### src/rtl/cpu_timer.sv
// 8051-style Timer0/Timer1 SFR responder: TCON/TMOD/TLx/THx registers, shared
// clock prescaler, pin synchronisers and 13/16/8-bit-reload counting modes.
module cpu_timer #(
  parameter int                    DATA_WIDTH = 8,
  parameter int                    ADDR_WIDTH = 8,
  parameter int                    PRESCALE   = 12,
  parameter logic [ADDR_WIDTH-1:0] TCON_ADDR  = 8'h88
) (
  input  logic                  CLK,
  input  logic                  RESET,
  input  logic [DATA_WIDTH-1:0] MEM_WR_DATA,
  output logic [DATA_WIDTH-1:0] MEM_RD_DATA,
  input  logic [ADDR_WIDTH-1:0] MEM_ADDR,
  input  logic                  MEM_WR,
  input  logic                  MEM_RD,
  input  logic                  T0_IN,
  input  logic                  T1_IN,
  input  logic                  INT0_N,
  input  logic                  INT1_N,
  input  logic                  TF0_CLR,
  input  logic                  TF1_CLR,
  output logic                  TF0,
  output logic                  TF1
);

  localparam logic [ADDR_WIDTH-1:0] TMOD_ADDR = TCON_ADDR + ADDR_WIDTH'(1);
  localparam logic [ADDR_WIDTH-1:0] TL0_ADDR  = TCON_ADDR + ADDR_WIDTH'(2);
  localparam logic [ADDR_WIDTH-1:0] TL1_ADDR  = TCON_ADDR + ADDR_WIDTH'(3);
  localparam logic [ADDR_WIDTH-1:0] TH0_ADDR  = TCON_ADDR + ADDR_WIDTH'(4);
  localparam logic [ADDR_WIDTH-1:0] TH1_ADDR  = TCON_ADDR + ADDR_WIDTH'(5);

  localparam int            PW   = (PRESCALE > 1) ? $clog2(PRESCALE) : 1;
  localparam logic [PW-1:0] PMAX = PW'(PRESCALE - 1);

  // Index 0 is Timer0, index 1 is Timer1 throughout.
  logic [1:0][DATA_WIDTH-1:0] tl_q, tl_d, th_q, th_d;
  logic [1:0]                 tr_q, tr_d, tf_q, tf_d;
  logic [DATA_WIDTH-1:0]      tmod_q, tmod_d;
  logic [DATA_WIDTH-1:0]      rd_data_q, rd_data_d;
  logic [PW-1:0]              presc_q, presc_d;
  logic [2:0]                 t0_sync_q, t0_sync_d, t1_sync_q, t1_sync_d;
  logic [1:0]                 int0_sync_q, int0_sync_d, int1_sync_q, int1_sync_d;

  logic       tick, wr_tcon;
  logic [1:0] t_edge, int_sync, tf_clr, wr_tl, wr_th, run, inc, ovf;

  // Returns {overflow, th_next, tl_next} for one increment in the given mode.
  function automatic logic [16:0] count_step(input logic [1:0] mode,
                                             input logic [7:0] th,
                                             input logic [7:0] tl);
    logic [12:0] c13;
    logic [16:0] res;
    c13 = {th, tl[4:0]} + 13'd1;
    res = {1'b0, th, tl};
    case (mode)
      2'd0:    res = {({th, tl[4:0]} == 13'h1FFF), c13[12:5], tl[7:5], c13[4:0]};
      2'd1:    res = {1'b0, th, tl} + 17'd1;
      2'd2:    res = (tl == 8'hFF) ? {1'b1, th, th} : {1'b0, th, tl + 8'd1};
      default: res = {1'b0, th, tl};
    endcase
    return res;
  endfunction

  always_comb begin
    tick     = (presc_q == PMAX);
    presc_d  = tick ? '0 : presc_q + PW'(1);

    t0_sync_d   = {t0_sync_q[1:0], T0_IN};
    t1_sync_d   = {t1_sync_q[1:0], T1_IN};
    int0_sync_d = {int0_sync_q[0], INT0_N};
    int1_sync_d = {int1_sync_q[0], INT1_N};
    // Falling edge seen between the second and third synchroniser stages.
    t_edge   = {t1_sync_q[2] & ~t1_sync_q[1], t0_sync_q[2] & ~t0_sync_q[1]};
    int_sync = {int1_sync_q[1], int0_sync_q[1]};
    tf_clr   = {TF1_CLR, TF0_CLR};

    wr_tcon = MEM_WR && (MEM_ADDR == TCON_ADDR);
    wr_tl   = {MEM_WR && (MEM_ADDR == TL1_ADDR), MEM_WR && (MEM_ADDR == TL0_ADDR)};
    wr_th   = {MEM_WR && (MEM_ADDR == TH1_ADDR), MEM_WR && (MEM_ADDR == TH0_ADDR)};
  end

  always_comb begin
    logic [16:0] step;
    logic        gate, ct, wr_cnt;
    // NOTE: every combinational output gets a default before any branch,
    // otherwise an unassigned path infers a latch.
    tl_d   = tl_q;
    th_d   = th_q;
    tr_d   = tr_q;
    tf_d   = tf_q;
    tmod_d = MEM_WR && (MEM_ADDR == TMOD_ADDR) ? MEM_WR_DATA : tmod_q;
    run    = '0;
    inc    = '0;
    ovf    = '0;
    step   = '0;
    gate   = 1'b0;
    ct     = 1'b0;
    wr_cnt = 1'b0;
    for (int i = 0; i < 2; i++) begin
      gate   = tmod_q[4*i+3];
      ct     = tmod_q[4*i+2];
      run[i] = tr_q[i] & (~gate | int_sync[i]);
      inc[i] = run[i] & (ct ? t_edge[i] : tick);
      step   = count_step(tmod_q[4*i +: 2], th_q[i], tl_q[i]);
      // A software write to either counter byte discards that cycle's increment.
      wr_cnt = wr_tl[i] | wr_th[i];
      ovf[i] = inc[i] & ~wr_cnt & step[16];
      if (inc[i] && !wr_cnt) {th_d[i], tl_d[i]} = step[15:0];
      if (wr_tl[i]) tl_d[i] = MEM_WR_DATA;
      if (wr_th[i]) th_d[i] = MEM_WR_DATA;
      if (tf_clr[i]) tf_d[i] = 1'b0;
      if (wr_tcon) begin
        tr_d[i] = MEM_WR_DATA[4+2*i];
        tf_d[i] = MEM_WR_DATA[5+2*i];
      end
      if (ovf[i]) tf_d[i] = 1'b1;
    end
  end

  // Unowned addresses and idle cycles return zero so the external OR-mux stays clean.
  always_comb begin
    rd_data_d = '0;
    if (MEM_RD) begin
      case (MEM_ADDR)
        TCON_ADDR: rd_data_d = {tf_q[1], tr_q[1], tf_q[0], tr_q[0], 4'b0000};
        TMOD_ADDR: rd_data_d = tmod_q;
        TL0_ADDR:  rd_data_d = tl_q[0];
        TL1_ADDR:  rd_data_d = tl_q[1];
        TH0_ADDR:  rd_data_d = th_q[0];
        TH1_ADDR:  rd_data_d = th_q[1];
        default:   rd_data_d = '0;
      endcase
    end
  end

  // NOTE: state registers use non-blocking assignments so every flop samples
  // its pre-edge inputs regardless of process evaluation order.
  always_ff @(posedge CLK or negedge RESET) begin
    if (!RESET) begin
      tl_q        <= '0;
      th_q        <= '0;
      tr_q        <= '0;
      tf_q        <= '0;
      tmod_q      <= '0;
      rd_data_q   <= '0;
      presc_q     <= '0;
      t0_sync_q   <= '0;
      t1_sync_q   <= '0;
      int0_sync_q <= '0;
      int1_sync_q <= '0;
    end else begin
      tl_q        <= tl_d;
      th_q        <= th_d;
      tr_q        <= tr_d;
      tf_q        <= tf_d;
      tmod_q      <= tmod_d;
      rd_data_q   <= rd_data_d;
      presc_q     <= presc_d;
      t0_sync_q   <= t0_sync_d;
      t1_sync_q   <= t1_sync_d;
      int0_sync_q <= int0_sync_d;
      int1_sync_q <= int1_sync_d;
    end
  end

  assign MEM_RD_DATA = rd_data_q;
  assign TF0         = tf_q[0];
  assign TF1         = tf_q[1];

endmodule

### config.mk
export PLATFORM = sky130hd
export DESIGN_NAME = cpu_timer
export DESIGN_NICKNAME = d
export VERILOG_FILES = /design/src/rtl/cpu_timer.sv
export SDC_FILE = /design/constraint.sdc
export NUM_CORES = 1
export LEC_CHECK = 0
export CORE_MARGIN = 2
export CORE_UTILIZATION = 55
export CTS_BUF_LIST = sky130_fd_sc_hd__clkbuf_2 sky130_fd_sc_hd__clkbuf_4 sky130_fd_sc_hd__clkbuf_8
export CTS_CLUSTER_SIZE = 25
export DETAILED_ROUTE_END_ITERATION = 16
export HOLD_SLACK_MARGIN = 0.06
export MAX_ROUTING_LAYER = met4
export PLACE_DENSITY = 0.86
export SETUP_SLACK_MARGIN = 0.5
export SKIP_CTS_REPAIR_TIMING = 1
export SLEW_MARGIN = 10
export SYNTH_ARGS = -nofsm -noshare
export SYNTH_HDL_FRONTEND = slang
export SYNTH_SLANG_ARGS = --single-unit
### constraint.sdc
create_clock -name CLK -period 2.3 [get_ports CLK]
set_input_delay 0.23 -clock CLK [delete_from_list [all_inputs] [get_ports CLK]]
set_output_delay 0.23 -clock CLK [all_outputs]
set_load 0.05 [all_outputs]
==> run metrics, run 1 <==
status=finished, final reports clean; nets@finish=615; multi-input logic area=3020 um^2; Worst-Margin Slew=0.530 ns; drt drc=0; count of final hold-check violations=0; Reg-to-Reg End=tl_q[8]; die area=8810 um^2; switching share of power=32.9%; Clk network pwr share=33.8%; share of post-route cells with drive strength above 1=30.5%; #FFs+latches synth=66; core area=7770 um^2; EDFF count, synth=0; fin crit period=2.04 ns; Area Growth Syn to Fin=34.9%; CP top delay family=simple AND/OR/NAND/NOR gates; CTS Sinks=66; Post-Syn Area per Cell=8.89 um^2; placed cell count=652; Hold Path Class=input pin to register; most common cell in the netlist=dfrtp_1; Max H-tree Level=3; CTS clk-pin slew, worst paths=0.08 ns; Internal Power=2060 uW; combinational power share=22.1%; Top FF cell, synth=dfrtp_1; sequential power share=44.1%; first-pass GRT wire length=22.5 mm; antenna-violating nets left=0; Syn Nets=533; final period utilization=88.6%; IO Pins=36; Critical Path Max Stage Delay=0.44 ns; Worst Hold Endpoint=int0_sync_q[0]; worst hold start=INT0_N; sequential cell area=1670 um^2; Tot Pwr=3070 uW; Startpoint Class=register; CTS Buf Count=9; total of fill cells in the finished design=475; hpwl dp=10.3 mm; critical path class=register to register; Worst R2R Setup Slack=0.26 ns; Starting Density=57.2%; Worst slew margin=64.6%; routed length per instance=24.1 um; clk buf depth=2; Setup TNS=0 ns; vias per inst=7.21; Crit-path slowest cell=dfrtp_1; post-synth design cell area=4440 um^2; initial antenna violation count=0; Psw=1010 uW; largest net degree at the start of global routing=67; Pre-antenna DRT Iters=5; critical-path maximum fanout=6; final setup fails=0; CTS tree=built; Distinct cells, synth=74; number of global-route vias before repair=4,313; largest cells by area after synthesis=dfrtp_1, nand2_1, a22oi_1; Worst Clk Skew=0.0108 ns; cell row count=32; CP arrival=2.30 ns; Worst Setup End Kind=register; clock root buffer=clkbuf_8; CP Data Required Time=2.56 ns; Peak VDD IR=0.303 mV; fin util=77.2%; Synth async-reset ratio=100%; PD cells=512 nW/um^2; Buf+Inv Stages, Crit Path=2; port buffer count=35; reg2reg start=presc_q[0]; clk_lat worst skew=0.38 ns; Die Width=93.9 um; Worst Setup SP=presc_q[0]; post-synthesis sequential area ratio=37.2%; Max Cap Viol=0; cell taking the most area after synthesis=dfrtp_1; Finished Layout Cells=689; drt total wl=16.6 mm; fin. max-slew vios=0; GRT Total Usage=34.4%; GPL Wtd Cong=1.05; ANT cells=0; fmax=0.491 GHz; Die H=93.9 um; synthesized instance count=500; synth cell count leaders=dfrtp_1, nand2_1, nor2_1; via count=4,965; DRT iter0 DRCs=728; crit path cell chain=ha_4 -> and4bb_4 -> nor2_4 -> nor4_2 -> buf_4 -> buf_6 -> nor3_1 -> nor3_2; GRT Residual Overflow=0; worst r2r path cells=8; Worst Hold Depth=1; leakage=0.00240 uW; share of the synthesized area in the top cell type=37.2%; RSZ-0062 raised after global routing=true; yosys synthesis warning count=0
[registers in the layout, indices dropped and copies added, names as in the netlist]
register and count:
t0_sync_q 3, t1_sync_q 3, tf_q 2, tl_q 16
th_q 16, int1_sync_q 2, tr_q 2, int0_sync_q 2
MEM_RD_DATA 8, presc_q 4, tmod_q 8
[worst max path at each step]
stage / to / cells after the start / slack (ns)
2_1_floorplan: tmod_q[6] / 5 / 0.44
3_3_place_gp: tl_q[9] / 8 / -0.04
3_5_place_dp: th_q[9] / 7 / -0.07
4_1_cts: tl_q[14] / 6 / 0.09
5_1_grt: tl_q[12] / 8 / 0.21
6_report: tl_q[8] / 8 / 0.26
[power by group through the flow]
stage	Sequential, uW	Combinational (uW)	Clock [uW]
after CTS	1340	517	1000
final	1350	679	1040
after detailed placement	1360	511	0
after global routing	1360	720	1070
after floorplan	1300	345	0
after global placement	1360	502	0
[logic make-up (layout without fill, tap and decap cells)]
logic type	after synthesis	count (layout)	share of synthesized area, %
fa+ha+maj	7	7	1.97
flops	66	66	37.2
mux	16	16	5.01
compound gates	154	154	25.0
xor+xnor	15	15	2.96
buf+inv	46	132	4.37
simple gates	196	197	23.6
[layer usage]
layer / track usage [%] / routed length (um) / part of all wire, % / vias up
li1: - / - / - / 2069
met1: 42.6 / 5850 / 35 / 2301
met2: 53.2 / 7620 / 46 / 446
met3: 6.34 / 1800 / 11 / 149
met4: 19.4 / 1320 / 8.0 / 0
met5: - / 0 / 0 / -
[cells in the final DEF (no fill, tap or decap), types with 16 or more instances in the layout]
cell type,instances
buf_4,56
dfrtp_1,55
nand2_1,47
nor2_1,26
clkdlybuf4s50_1,26
a21oi_1,20
nand3_1,19
o21ai_0,18
o21ai_1,18
a22oi_1,16
[final cells by class]
cell class	instances	area share, %
sequential	66	27.8
clock buffer	10	2.30
timing repair buffer	103	15.6
clock inverter	6	1.09
inverter	13	0.814
tap	102	2.13
multi-input combinational	389	50.3
[worst register-to-register path, cell delays in order (launching register included)]
cell      delay, ns
dfrtp_1        0.44
ha_4           0.21
and4bb_4       0.24
nor2_4         0.22
nor4_2         0.10
buf_4          0.17
buf_6          0.12
nor3_1         0.33
nor3_2         0.08
[per-stage QoR]
stage / hold slack (ns) / cell area [um^2] / worst slack [ns]
after CTS: -0.101 / 5370 / 0.0867
final: 0.292 / 5990 / 0.262
after global placement: 0.272 / 5170 / -0.0395
after global routing: 0.303 / 5990 / 0.213
after detailed placement: 0.270 / 5170 / -0.0724
after floorplan: -0.0656 / 4480 / 0.436
(Power assumes the default switching activity.)
==> run 2: changes to the inputs <==
SLEW_MARGIN = default   (was 10)
==> results of run 2 <==
The final DEF is identical to that of run 1; final timing and power are the same.
